<file path="src/rtl/chebyshev_pkg.sv">
// chebyshev_pkg: shared state encoding, sizing helper and default widths for the Horner sequencer
package chebyshev_pkg;
  localparam int WL_DEF = 16;
  localparam int CL_DEF = 16;
  localparam int DEGREE_DEF = 7;
  localparam int LAT_DEF = 3;
  typedef enum logic [1:0] {IDLE, STEP, DONE} state_t;
  function automatic int clog2(input int n);
    int r;
    r = 0;
    while ((1 << r) < n) r++;
    return (r < 1) ? 1 : r;
  endfunction
endpackage

</file>
<file path="src/rtl/chebyshev_sequencer_if.sv">
// chebyshev_sequencer_if: sample-in / result-out valid-ready streams of the sequencer
interface chebyshev_sequencer_if #(parameter int WL = 16) ();
  logic          in_valid;
  logic          in_ready;
  logic [WL-1:0] in_data;
  logic          out_valid;
  logic          out_ready;
  logic [WL-1:0] out_data;
  modport master (output in_valid, in_data, out_ready, input in_ready, out_valid, out_data);
  modport slave (input in_valid, in_data, out_ready, output in_ready, out_valid, out_data);
endinterface

</file>
<file path="src/rtl/chebyshev_coeff_bank.sv">
// chebyshev_coeff_bank: DEGREE+1 coefficient registers, gated writes, combinational read
module chebyshev_coeff_bank #(
  parameter int CL = 16,
  parameter int DEGREE = 7,
  parameter int AW = 3
) (
  input  logic          clock,
  input  logic          resetn,
  input  logic          we_i,
  input  logic [AW-1:0] wa_i,
  input  logic [CL-1:0] wd_i,
  input  logic [AW-1:0] ra_i,
  output logic [CL-1:0] rd_o
);
  localparam logic [AW-1:0] DMAX = AW'(DEGREE);
  logic [CL-1:0] c_q [DEGREE+1];
  for (genvar i = 0; i <= DEGREE; i++) begin : g_c
    always_ff @(posedge clock or negedge resetn)
      if (!resetn) c_q[i] <= '0;
      else if (we_i && wa_i == AW'(i)) c_q[i] <= wd_i;
  end
  assign rd_o = (ra_i <= DMAX) ? c_q[ra_i] : '0;
endmodule

</file>
<file path="src/rtl/chebyshev_sequencer.sv">
// chebyshev_sequencer: paces Horner steps into the multiply-add datapath and returns p(x)
module chebyshev_sequencer
  import chebyshev_pkg::*;
#(
  parameter int WL = WL_DEF,
  parameter int CL = CL_DEF,
  parameter int DEGREE = DEGREE_DEF,
  parameter int LAT = LAT_DEF,
  parameter int AW = clog2(DEGREE + 1)
) (
  input  logic          clock,
  input  logic          resetn,
  input  logic          cf_we,
  input  logic [AW-1:0] cf_addr,
  input  logic [CL-1:0] cf_wdata,
  chebyshev_sequencer_if.slave s,
  output logic [WL-1:0] dp_data,
  output logic [CL-1:0] dp_coeff,
  output logic          dp_clear,
  input  logic [WL-1:0] dp_result,
  output logic          busy
);
  localparam int CW = clog2(LAT);
  localparam logic [AW-1:0] DMAX = AW'(DEGREE);
  localparam logic [CW-1:0] CLAST = CW'(LAT - 1);
  state_t state_q, state_d;
  logic [AW-1:0] k_q, k_d;
  logic [CW-1:0] cnt_q, cnt_d;
  logic [WL-1:0] data_q, data_d, od_q, od_d;
  logic [CL-1:0] coeff_q, coeff_d, rd;
  logic clear_q, clear_d, ov_q, ov_d;
  logic idle, step, last, accept, adv, fin, ack;
  assign idle   = state_q == IDLE;
  assign step   = state_q == STEP;
  assign last   = cnt_q == CLAST;
  assign accept = idle & s.in_valid;
  assign adv    = step & last & (k_q != '0);
  assign fin    = step & last & (k_q == '0);
  assign ack    = (state_q == DONE) & s.out_ready;
  chebyshev_coeff_bank #(.CL(CL), .DEGREE(DEGREE), .AW(AW)) u_bank (
    .clock(clock),
    .resetn(resetn),
    .we_i(cf_we & idle),
    .wa_i(cf_addr),
    .wd_i(cf_wdata),
    .ra_i(idle ? DMAX : k_q - AW'(1)),
    .rd_o(rd)
  );
  always_comb begin
    state_d = accept ? STEP : fin ? DONE : ack ? IDLE : state_q;
    k_d     = accept ? DMAX : adv ? k_q - AW'(1) : k_q;
    cnt_d   = accept ? '0 : step ? (last ? '0 : cnt_q + CW'(1)) : cnt_q;
    data_d  = accept ? s.in_data : data_q;
    coeff_d = (accept | adv) ? rd : coeff_q;
    clear_d = accept ? 1'b1 : adv ? 1'b0 : clear_q;
    od_d    = fin ? dp_result : od_q;
    ov_d    = fin ? 1'b1 : ack ? 1'b0 : ov_q;
  end
  always_ff @(posedge clock or negedge resetn)
    if (!resetn) begin
      state_q <= IDLE;
      k_q     <= '0;
      cnt_q   <= '0;
      data_q  <= '0;
      coeff_q <= '0;
      clear_q <= 1'b0;
      od_q    <= '0;
      ov_q    <= 1'b0;
    end else begin
      state_q <= state_d;
      k_q     <= k_d;
      cnt_q   <= cnt_d;
      data_q  <= data_d;
      coeff_q <= coeff_d;
      clear_q <= clear_d;
      od_q    <= od_d;
      ov_q    <= ov_d;
    end
  assign s.in_ready  = idle;
  assign s.out_valid = ov_q;
  assign s.out_data  = od_q;
  assign dp_data     = data_q;
  assign dp_coeff    = coeff_q;
  assign dp_clear    = clear_q;
  assign busy        = !idle;
endmodule
</file>
<file path="src/flat_wrapper.sv">
// flat-port wrapper written by rule: the top's interface ports become plain ports
module chebyshev_sequencer_flat import chebyshev_pkg::*;
#(
  parameter int WL = WL_DEF,
  parameter int CL = CL_DEF,
  parameter int DEGREE = DEGREE_DEF,
  parameter int LAT = LAT_DEF,
  parameter int AW = clog2(DEGREE + 1)
)
  (clock, resetn, cf_we, cf_addr, cf_wdata, dp_data, dp_coeff, dp_clear, dp_result, busy, s_in_valid, s_in_data, s_out_ready, s_in_ready, s_out_valid, s_out_data);
  chebyshev_sequencer_if #(.WL(WL)) s_i ();
  input  logic clock;
  input  logic resetn;
  input  logic cf_we;
  input  logic [AW-1:0] cf_addr;
  input  logic [CL-1:0] cf_wdata;
  output logic [WL-1:0] dp_data;
  output logic [CL-1:0] dp_coeff;
  output logic dp_clear;
  input  logic [WL-1:0] dp_result;
  output logic busy;
  input wire logic [$bits(s_i.in_valid)-1:0] s_in_valid;
  input wire logic [$bits(s_i.in_data)-1:0] s_in_data;
  input wire logic [$bits(s_i.out_ready)-1:0] s_out_ready;
  output wire logic [$bits(s_i.in_ready)-1:0] s_in_ready;
  output wire logic [$bits(s_i.out_valid)-1:0] s_out_valid;
  output wire logic [$bits(s_i.out_data)-1:0] s_out_data;
  assign s_i.in_valid = s_in_valid;
  assign s_i.in_data = s_in_data;
  assign s_i.out_ready = s_out_ready;
  assign s_in_ready = s_i.in_ready;
  assign s_out_valid = s_i.out_valid;
  assign s_out_data = s_i.out_data;
  chebyshev_sequencer #(.WL(WL), .CL(CL), .DEGREE(DEGREE), .LAT(LAT), .AW(AW)) u_core (.clock(clock), .resetn(resetn), .cf_we(cf_we), .cf_addr(cf_addr), .cf_wdata(cf_wdata), .s(s_i), .dp_data(dp_data), .dp_coeff(dp_coeff), .dp_clear(dp_clear), .dp_result(dp_result), .busy(busy));
endmodule
</file>
<file path="config.mk">
export PLATFORM = sky130hd
export DESIGN_NAME = chebyshev_sequencer_flat
export DESIGN_NICKNAME = d
export VERILOG_FILES = /design/src/rtl/chebyshev_pkg.sv /design/src/rtl/chebyshev_sequencer_if.sv /design/src/rtl/chebyshev_coeff_bank.sv /design/src/rtl/chebyshev_sequencer.sv /design/src/flat_wrapper.sv
export SDC_FILE = /design/constraint.sdc
export NUM_CORES = 1
export LEC_CHECK = 0
export ABC_CLOCK_PERIOD_IN_PS = 3150
export CORE_MARGIN = 4
export CORE_UTILIZATION = 40
export DETAILED_ROUTE_END_ITERATION = 12
export GPL_TIMING_DRIVEN = 1
export PLACE_DENSITY = 0.6
export RECOVER_POWER = 100
export SLEW_MARGIN = 40
export SYNTH_ARGS = -nofsm -noshare
export SYNTH_HDL_FRONTEND = slang
export SYNTH_SLANG_ARGS = --single-unit
</file>
<file path="constraint.sdc">
create_clock -name clock -period 3.15 [get_ports clock]
set_clock_uncertainty 0.15 [all_clocks]
set_input_delay 0.4725 -clock clock [delete_from_list [all_inputs] [get_ports clock]]
set_output_delay 0.4725 -clock clock [all_outputs]
set_load 0.01 [all_outputs]
</file>
======== After elaboration in Yosys (flattened, before gate mapping) ========
Index checks and enable logic that the tools add are counted.
operators by class
  $add $sub $neg .......................... 2
  multipliers ............................. 0
  divide/modulo/power cells ............... 0
  $lt $le $gt $ge ......................... 2
  eq/ne operators ......................... 10
  shift-type cells ........................ 0
  multiplexer cells ....................... 17
  bitwise gates (word level) .............. 8
  reduce and logical (&&, ||, !) cells .... 17
operator list
  operator             number
  $bmux 16 s3          1
  $mux 16              3
  $eq 3x3->1 const B   4
  $mux 2               6
  $mux 3               3
  $logic_and 1x1->1    8
  $and 1x1->1          6
  $eq 3x2->1 const B   2
  $logic_not 3->1      2
  $reduce_bool 2->1    3
  $reduce_bool 3->1    2
  $eq 2x2->1 const B   2
  $ge 4x4->1 const B   1
  $mux 1               4
  $not 3->4            1
  $eq 3x1->1 const B   1
  $le 3x3->1 const B   1
  $sub 3x1->3 const B  1
  $add 2x1->2 const B  1
  $eq 2x1->1 const B   1
  $logic_not 2->1      1
  $logic_not 1->1      1
  $or 1x1->1           1
storage, ports and cells
  bits in registers ....................... 185
  latch bits .............................. 0
  memory bits (writable) .................. 0
  ROM bits ................................ 0
  bits of input ports ..................... 56
  output and inout bits ................... 52
  logic and storage cells ................. 72
  memories kept ........................... 0

======== Depth between registers and ports, before layout ========
Gate-level depths: netlist of the first run.
  depth in word-level cells ............... 7
  gate-level depth with buffers ........... 10
  mapped depth without buffers ............ 6

======== Cells and area by module ========
A second synthesis of the first run with hierarchy kept.
unflattened totals
  cells, all modules ...................... 486
  area total of the unflattened synthesis .. 8,230.4 um^2
modules (own cells, without submodules)
  module                instances  cells an instance  area an instance (um^2)  seq. area each (um^2)
  chebyshev_coeff_bank  1          336                5,929.4                  3,203.1
  chebyshev_sequencer   1          150                2,301.0                  1,426.4

======== Worst setup path after synthesis of the first run ========
OpenSTA, ideal clock, no wires.
  path type ............................... register -> register
  start point ............................. register u_core.k_q[0]
  end point ............................... register u_core.coeff_q[14] (netlist: u_core.dp_coeff[14])
  library setup time ...................... 136 ps
  data arrival time ....................... 2,158 ps
  required time ........................... 2,864 ps
  setup slack ............................. 706 ps
  cell stages (with the launch flop) ...... 10
  buffers on the path ..................... 3
  clock period less this slack ............ 2,444 ps
  path through ............................ dfrtp_1 -> buf_2 -> buf_2 -> inv_1 -> ha_1 -> o21ai_1 -> clkbuf_1 -> nor2_1 -> a2111oi_0 -> o31ai_1
between the ends
  longest elaborated chain between the ends .. 7
ends and longest elaborated chain
  element                                      line                        text
  from (decl)                                  chebyshev_sequencer.sv:27   logic [AW-1:0] k_q, k_d;
  from (signal assigned)                       chebyshev_sequencer.sv:71   k_q <= k_d;
  $sub 3x1->3                                  chebyshev_sequencer.sv:46   .ra_i(idle ? DMAX : k_q - AW'(1)),
  $mux 3                                       chebyshev_sequencer.sv:46
  $not 3->4 (not written as such)              chebyshev_coeff_bank.sv:22  assign rd_o = (ra_i <= DMAX) ? c_q[ra_i] : '0;
  $bmux 16 s3                                  chebyshev_coeff_bank.sv:22
  $mux 16 (not written as such) (2 in series)  chebyshev_coeff_bank.sv:22
  $mux 16                                      chebyshev_coeff_bank.sv:22
  to (signal assigned)                         chebyshev_sequencer.sv:74   coeff_q <= coeff_d;
  to (decl)                                    chebyshev_sequencer.sv:30   logic [CL-1:0] coeff_q, coeff_d, rd;
Several ways; a longest one is shown, not always the timed one. The select of a mux whose other input is x is not followed.
A chain may end at the register's enable or synchronous reset.

======== Worst setup path after layout of the first run ========
  start point ............................. register u_core.state_q[1]
  end point ............................... register u_core.u_bank.c_q[83] (netlist name)
between the ends
  longest elaborated chain between the ends .. 3
ends and longest elaborated chain
  element                          line                        text
  from (decl)                      chebyshev_sequencer.sv:26   state_t state_q, state_d;
  from (signal assigned)           chebyshev_sequencer.sv:70   state_q <= state_d;
  $logic_not 2->1                  chebyshev_sequencer.sv:33   assign idle = state_q == IDLE;
  $and 1x1->1                      chebyshev_sequencer.sv:43   .we_i(cf_we & idle),
  $logic_and 1x1->1                chebyshev_coeff_bank.sv:20  else if (we_i && wa_i == AW'(i)) c_q[i] <= wd_i;
  to (signal, indexed assignment)  chebyshev_coeff_bank.sv:20
  to (decl)                        chebyshev_coeff_bank.sv:16  logic [CL-1:0] c_q [DEGREE+1];
Every way passes these cells.

==> flow_metrics.env, run 1 <==
export IMPL_status="finished clean"
export IMPL_cpMaxStageDelayCell="nand2_1"
export IMPL_finalWirelength_mm=19.6
export IMPL_net_switching_power_mw=1.05
export IMPL_start_kind="register"
export IMPL_peakVddDrop_mv=0.362
export IMPL_antenna_found_initial=0
export IMPL_fp_dieW_um=151
export IMPL_cts_resized_gates=0
export IMPL_grt_overflow=0
export IMPL_first_pass_iters=6
export IMPL_synth_seq_cells=185
export IMPL_start_util=0.413
export IMPL_postLayoutCellArea_um2=10100
export IMPL_place_hpwl_mm=12.4
export IMPL_cp_data_arrival_time_ns=2.97
export IMPL_fillers=1673
export IMPL_cp_slowest_stage_delay_ns=0.64
export IMPL_clk_pin_slew_ns=0.07
export IMPL_ys_flop_type="dfrtp_1"
export IMPL_grt_pass1_wl_mm=31.8
export IMPL_first_iter_violations=205
export IMPL_path_class="reg -> reg"
export IMPL_cp_end_kind="register"
export IMPL_maxSlewHeadroom=0.0781
export IMPL_hp_class="reg -> reg"
export IMPL_worst_pin_slew_ns=1.38
export IMPL_crit_buf_inv=1
export IMPL_antennaDiodeCount=0
export IMPL_slew_violations=0
export IMPL_synth_cell_types=41
export IMPL_grt_max_degree=82
export IMPL_max_freq_mhz=356
export IMPL_p_int_mw=3.77
export IMPL_cts_sinks=185
export IMPL_regArea_um2=4630
export IMPL_cts_buffers=17
export IMPL_crit_fanout=16
export IMPL_synth_top_area_share=0.569
export IMPL_switching_share=0.217
export IMPL_synthesis_nets=647
export IMPL_rsz0062_at_grt="no"
export IMPL_synth_most_common_cell="mux2_2"
export IMPL_wl_per_cell_um=20.2
export IMPL_clk_path_buf_depth=2
export IMPL_grt_pass1_vias=5736
export IMPL_fin_crit_sh=0.893
export IMPL_ys_top_cells_by_count="186 x mux2_2, 185 x dfrtp_1, 35 x nand2_1"
export IMPL_multi_input_area_um2=3270
export IMPL_syn_to_final_growth_pct=23.5
export IMPL_required_ns=3.31
export IMPL_place_area_um2=9470
export IMPL_tns_ns=0
export IMPL_synth_cells=589
export IMPL_crit_family="simple AND/OR/NAND/NOR gates"
export IMPL_cts_root_buf="clkbuf_16"
export IMPL_rows=51
export IMPL_p_leak_nw=4.87
export IMPL_synth_area_leaders="dfrtp_1 57%, mux2_2 26%, o32ai_1 3.2%"
export IMPL_yosysTopAreaCell="dfrtp_1"
export IMPL_postSynthAreaPerCell_um2=13.8
export IMPL_pwr_share_seq=0.500
export IMPL_drc=0
export IMPL_maxCapViolations=0
export IMPL_core_area_um2=19700
export IMPL_hold_viol=0
export IMPL_via_per_inst=5.49
export IMPL_pin_count=108
export IMPL_clk_latency_ns=0.43
export IMPL_yosysWarnings=0
export IMPL_cts_setup_buffers=0
export IMPL_die_height_um=151
export IMPL_portBuffers=107
export IMPL_ctsHoldBuffers=1
export IMPL_synth_area_um2=8140
export IMPL_combPwrFrac=0.041
export IMPL_yosysSeqAreaShare=0.569
export IMPL_grt_total_usage=0.181
export IMPL_tritoncts="built"
export IMPL_ant_nets=0
export IMPL_drive_gt1_frac=0.342
export IMPL_p_per_area_nw_per_um2=480
export IMPL_h_tree_depth=4
export IMPL_finalSetupViolations=0
export IMPL_place_congestion=0.730
export IMPL_pwr_share_clk=0.460
export IMPL_synth_edf_count=0
export IMPL_via_count=5318
export IMPL_min_period_ns=2.81
export IMPL_async_flop_share=1.00
export IMPL_crit_chain="nor2_8, inv_2, nor3b_2, nand2_1, mux2_2"
export IMPL_nets=749
export IMPL_die_area_um2=22700
per-layer routing:
layer	track usage	wire length, µm
met5	0	0
met4	0.0313	193
met3	0.0599	1310
met2	0.294	9620
met1	0.240	8490
power by group through the flow:
stage	combinational [mW]	sequential, mW	clock [mW]
after floorplan	0.0309	2.46	0
after global placement	0.204	2.45	0
after detailed placement	0.210	2.45	0
after CTS	0.212	2.41	2.27
after global routing	0.218	2.41	2.38
final	0.196	2.41	2.21
kinds of logic after synthesis:
group,after synthesis,share of synthesized area
compound gates,92,0.0893
xor+xnor,2,0.00215
fa+ha+maj,2,0.00307
buf+inv,47,0.0309
flops,185,0.569
mux,191,0.264
simple gates,70,0.0421
worst min-delay path, delay by kind of cell, from the launching register on:
kind	cells	cell delay (ns)
simple gates	1	0.04
flops	1	0.34
compound gates	1	0.06
placed cells by master (no fill, tap or decap), types with 3 or more instances in the layout:
master,n
mux2_2,186
clkdlybuf4s50_1,54
o32a_1,15
dfrtp_1,185
nor2b_1,3
buf_4,10
bufinv_16,3
clkinv_2,3
o21ai_0,15
inv_6,3
nand2_1,36
nor2_1,16
inv_1,5
dlygate4sd3_1,53
clkinvlp_4,3
o211ai_1,16
clkbuf_2,5
nand2b_1,3
and3_1,3
mux2_1,3
clkbuf_16,17
o32ai_1,30
state kept, by name (all words and copies together), names as in the netlist:
signal	count
u_core.cnt_q	2
u_core.dp_clear	1
u_core.dp_coeff	16
u_core.dp_data	16
u_core.k_q	3
u_core.s.out_data	16
u_core.s.out_valid	1
u_core.state_q	2
u_core.u_bank.c_q	128
stage by stage:
stage,hold slack (ns),setup slack (ns),power (mW),cells,util
after floorplan,0.0269,0.706,2.49,589,-
after global placement,0.315,0.514,2.66,935,0.480
after detailed placement,0.318,0.654,2.66,935,0.480
after CTS,0.342,0.487,4.89,968,0.512
after global routing,0.362,0.181,5.01,969,0.510
final,0.326,0.338,4.82,969,0.510
path summary, 6_finish.rpt:
| kind | startpoint | slack [ns] | to | cells after the start |
|---|---|---|---|---|
| worst max-delay path | u_core.state_q[1]$_DFFE_PN0P_ | 0.34 | u_core.u_bank.c_q[83]$_DFFE_PN0P_ | 5 |
| worst min-delay path | u_core.dp_coeff[8]$_DFFE_PN0P_ | 0.33 | u_core.dp_coeff[8]$_DFFE_PN0P_ | 2 |
| worst max register to register | u_core.state_q[1]$_DFFE_PN0P_ | 0.34 | u_core.u_bank.c_q[83]$_DFFE_PN0P_ | 5 |
| worst min register to register | u_core.dp_coeff[8]$_DFFE_PN0P_ | 0.33 | u_core.dp_coeff[8]$_DFFE_PN0P_ | 2 |
| max in group asynchronous | resetn | 0.53 | u_core.s.out_data[13]$_DFFE_PN0P_ | 3 |
| min in group asynchronous | resetn | 0.48 | u_core.u_bank.c_q[55]$_DFFE_PN0P_ | 2 |
layout make-up:
type | count | area share
repair buffers | 124 | 0.118
clock buffers | 18 | 0.0437
clock inverters | 14 | 0.0171
inverters | 6 | 0.00224
well taps | 265 | 0.0330
flip-flops and latches | 185 | 0.461
multi-input cells | 357 | 0.325
Note: power is estimated with default switching activity, not from simulation.
==> run 2, diff against run 1 <==
--- a/config.mk
+++ b/config.mk
@@ -6,6 +6,7 @@
 export NUM_CORES = 1
 export LEC_CHECK = 0
 export ABC_CLOCK_PERIOD_IN_PS = 3150
+export CORE_ASPECT_RATIO = 1.1
 export CORE_MARGIN = 4
 export CORE_UTILIZATION = 40
 export DETAILED_ROUTE_END_ITERATION = 12
==> constraint.sdc (replaced) <==
create_clock -name clock -period 3.15 [get_ports clock]
set_clock_uncertainty 0.15 [all_clocks]
set_input_delay 0.4725 -clock clock [delete_from_list [all_inputs] [get_ports clock]]
set_output_delay 0.4725 -clock clock [all_outputs]
set_load 0.02 [all_outputs]
==> flow_metrics.env, run 2 (synthesis gave the netlist of run 1 again) <==
export IMPL_hold_viol=0
export IMPL_wl_per_cell_um=20.6
export IMPL_final_cell_mix="185 x dfrtp_1, 184 x mux2_2, 54 x clkdlybuf4s50_1"
export IMPL_worst_pin_slew_ns=1.85
export IMPL_finalSetupViolations=0
export IMPL_core_area_um2=19900
export IMPL_cp_slowest_stage_delay_ns=0.71
export IMPL_cts_buffers=17
export IMPL_via_per_inst=5.51
export IMPL_cp_end_kind="primary output"
export IMPL_peakVddDrop_mv=0.387
export IMPL_status="finished with violations"
export IMPL_start_util=0.408
export IMPL_layout_commonest_cell="dfrtp_1"
export IMPL_crit_chain="nor2_1, buf_4, dlygate4sd3_1"
export IMPL_crit_fanout=15
export IMPL_fp_dieW_um=144
export IMPL_pwr_share_seq=0.486
export IMPL_rows=54
export IMPL_p_per_area_nw_per_um2=492
export IMPL_portBuffers=107
export IMPL_clk_pin_slew_ns=0.07
export IMPL_die_height_um=158
export IMPL_cts_root_buf="clkbuf_16"
export IMPL_r2r_setup_slack_ns=0.28
export IMPL_violations="capacitance limit, slew limit"
export IMPL_rsz0062_at_grt="no"
export IMPL_antennaDiodeCount=0
export IMPL_grt_pass1_vias=5986
export IMPL_slew_violations=71
export IMPL_tritoncts="built"
export IMPL_finalWirelength_mm=19.9
export IMPL_h_tree_depth=4
export IMPL_net_switching_power_mw=1.03
export IMPL_min_from="u_core.dp_clear$_DFFE_PN0P_"
export IMPL_required_ns=2.53
export IMPL_place_hpwl_mm=13.0
export IMPL_min_period_ns=2.89
export IMPL_path_class="reg -> out"
export IMPL_reg2regPathDepth=5
export IMPL_cp_data_arrival_time_ns=2.27
export IMPL_maxCapViolations=1
export IMPL_ant_nets=0
export IMPL_crit_family="buffers and inverters"
export IMPL_clk_path_buf_depth=2
export IMPL_grt_pass1_wl_mm=32.5
export IMPL_p_int_mw=3.93
export IMPL_first_iter_violations=320
export IMPL_tns_ns=0
export IMPL_max_freq_mhz=346
export IMPL_die_area_um2=22700
export IMPL_start_kind="register"
export IMPL_grt_overflow=0
export IMPL_cpMaxStageDelayCell="dlygate4sd3_1"
export IMPL_crit_buf_inv=2
export IMPL_top_register="u_core.u_bank.c_q"
export IMPL_pin_count=108
export IMPL_place_congestion=0.796
export IMPL_drc=0
export IMPL_grt_total_usage=0.186
export IMPL_dpl_cell_count=931
export IMPL_clk_latency_ns=0.43
export IMPL_fin_crit_sh=0.918
export IMPL_hold_end="u_core.dp_clear$_DFFE_PN0P_"
export IMPL_maxSlewHeadroom=-0.235
export IMPL_largest_reg_flops=128
export IMPL_pwr_share_clk=0.472
export IMPL_r2r_start="u_core.state_q[1]$_DFFE_PN0P_"
export IMPL_cts_sinks=185
export IMPL_whs_path_depth=2
export IMPL_antenna_found_initial=0
export IMPL_stdcell_count=963
export IMPL_postLayoutCellArea_um2=10100
export IMPL_combPwrFrac=0.042
export IMPL_p_leak_nw=4.88
export IMPL_via_count=5310
export IMPL_grt_max_degree=71
export IMPL_place_area_um2=9510
export IMPL_first_pass_iters=4
export IMPL_switching_share=0.208
export IMPL_hp_class="reg -> reg"
export IMPL_syn_to_final_growth_pct=23.8
export IMPL_timing_rr_end="u_core.u_bank.c_q[98]$_DFFE_PN0P_"
export IMPL_cts_setup_buffers=0
export IMPL_drive_gt1_frac=0.332
export IMPL_nets=757
## run 2: cell count changes in the layout (fill, tap and decap cells not counted), moves of 2 or more
cell	change
clkbuf_1	+8
buf_4	+3
clkinvlp_4	-3
bufinv_16	+2
inv_6	-2
mux2_1	+2
mux2_2	-2
## run 2: cell type report
type	count	area, µm²
clock buffer	20	447
clock inverter	11	195
sequential	185	4630
inverter	6	22.5
fill	1721	9850
tap	252	315
timing repair buffer	132	1230
multi-input combinational	357	3240
## run 2: worst min-delay path: stages (launching register included)
cell and delay [ns]:
dfrtp_1 0.34, nand2_1 0.05, nand2_1 0.06
## run 2: metrics by stage
stage	power [mW]	util	hold slack [ns]	setup WS [ns]
after CTS	5.01	0.510	0.339	0.392
after floorplan	2.50	-	0.0269	0.706
final	4.96	0.506	0.329	0.258
after global routing	5.12	0.506	0.360	0.162
after detailed placement	2.67	0.477	0.320	0.658
after global placement	2.66	0.477	0.315	0.745
## run 2: what timing repair did
| item | CTS | global route |
|---|---|---|
| hold endpoints to repair | 66 | 0 |
| resized for setup | 0 | 0 |
| hold buffers | 1 | 0 |
## run 2: power groups by stage
stage | logic [mW] | clock network, mW | registers (mW)
final | 0.207 | 2.34 | 2.41
after global routing | 0.230 | 2.48 | 2.41
after CTS | 0.220 | 2.38 | 2.41
after detailed placement | 0.218 | 0 | 2.45
after global placement | 0.211 | 0 | 2.45
after floorplan | 0.0308 | 0 | 2.47
## run 2: worst max-delay path by stage
stage,from,endpoint,slack [ns],depth (start not counted)
after floorplan,u_core.k_q[0]$_DFFE_PN0P_,u_core.dp_coeff[14]$_DFFE_PN0P_,0.71,9
after global placement,u_core.state_q[0]$_DFFE_PN0P_,u_core.dp_coeff[2]$_DFFE_PN0P_,0.74,5
after detailed placement,cf_addr[2],u_core.u_bank.c_q[48]$_DFFE_PN0P_,0.66,5
after CTS,u_core.state_q[0]$_DFFE_PN0P_,busy,0.39,3
after global routing,u_core.state_q[0]$_DFFE_PN0P_,u_core.u_bank.c_q[120]$_DFFE_PN0P_,0.16,5
final,u_core.state_q[1]$_DFFE_PN0P_,s_in_ready,0.26,3
## run 2: routing by layer
metal  part of all wire  vias up  GRT usage
met1               0.43     2704      0.248
li1                   -     2405          -
met2               0.47      183      0.298
met4              0.014        0     0.0538
met3              0.079       18     0.0523
met5                  0        -          0
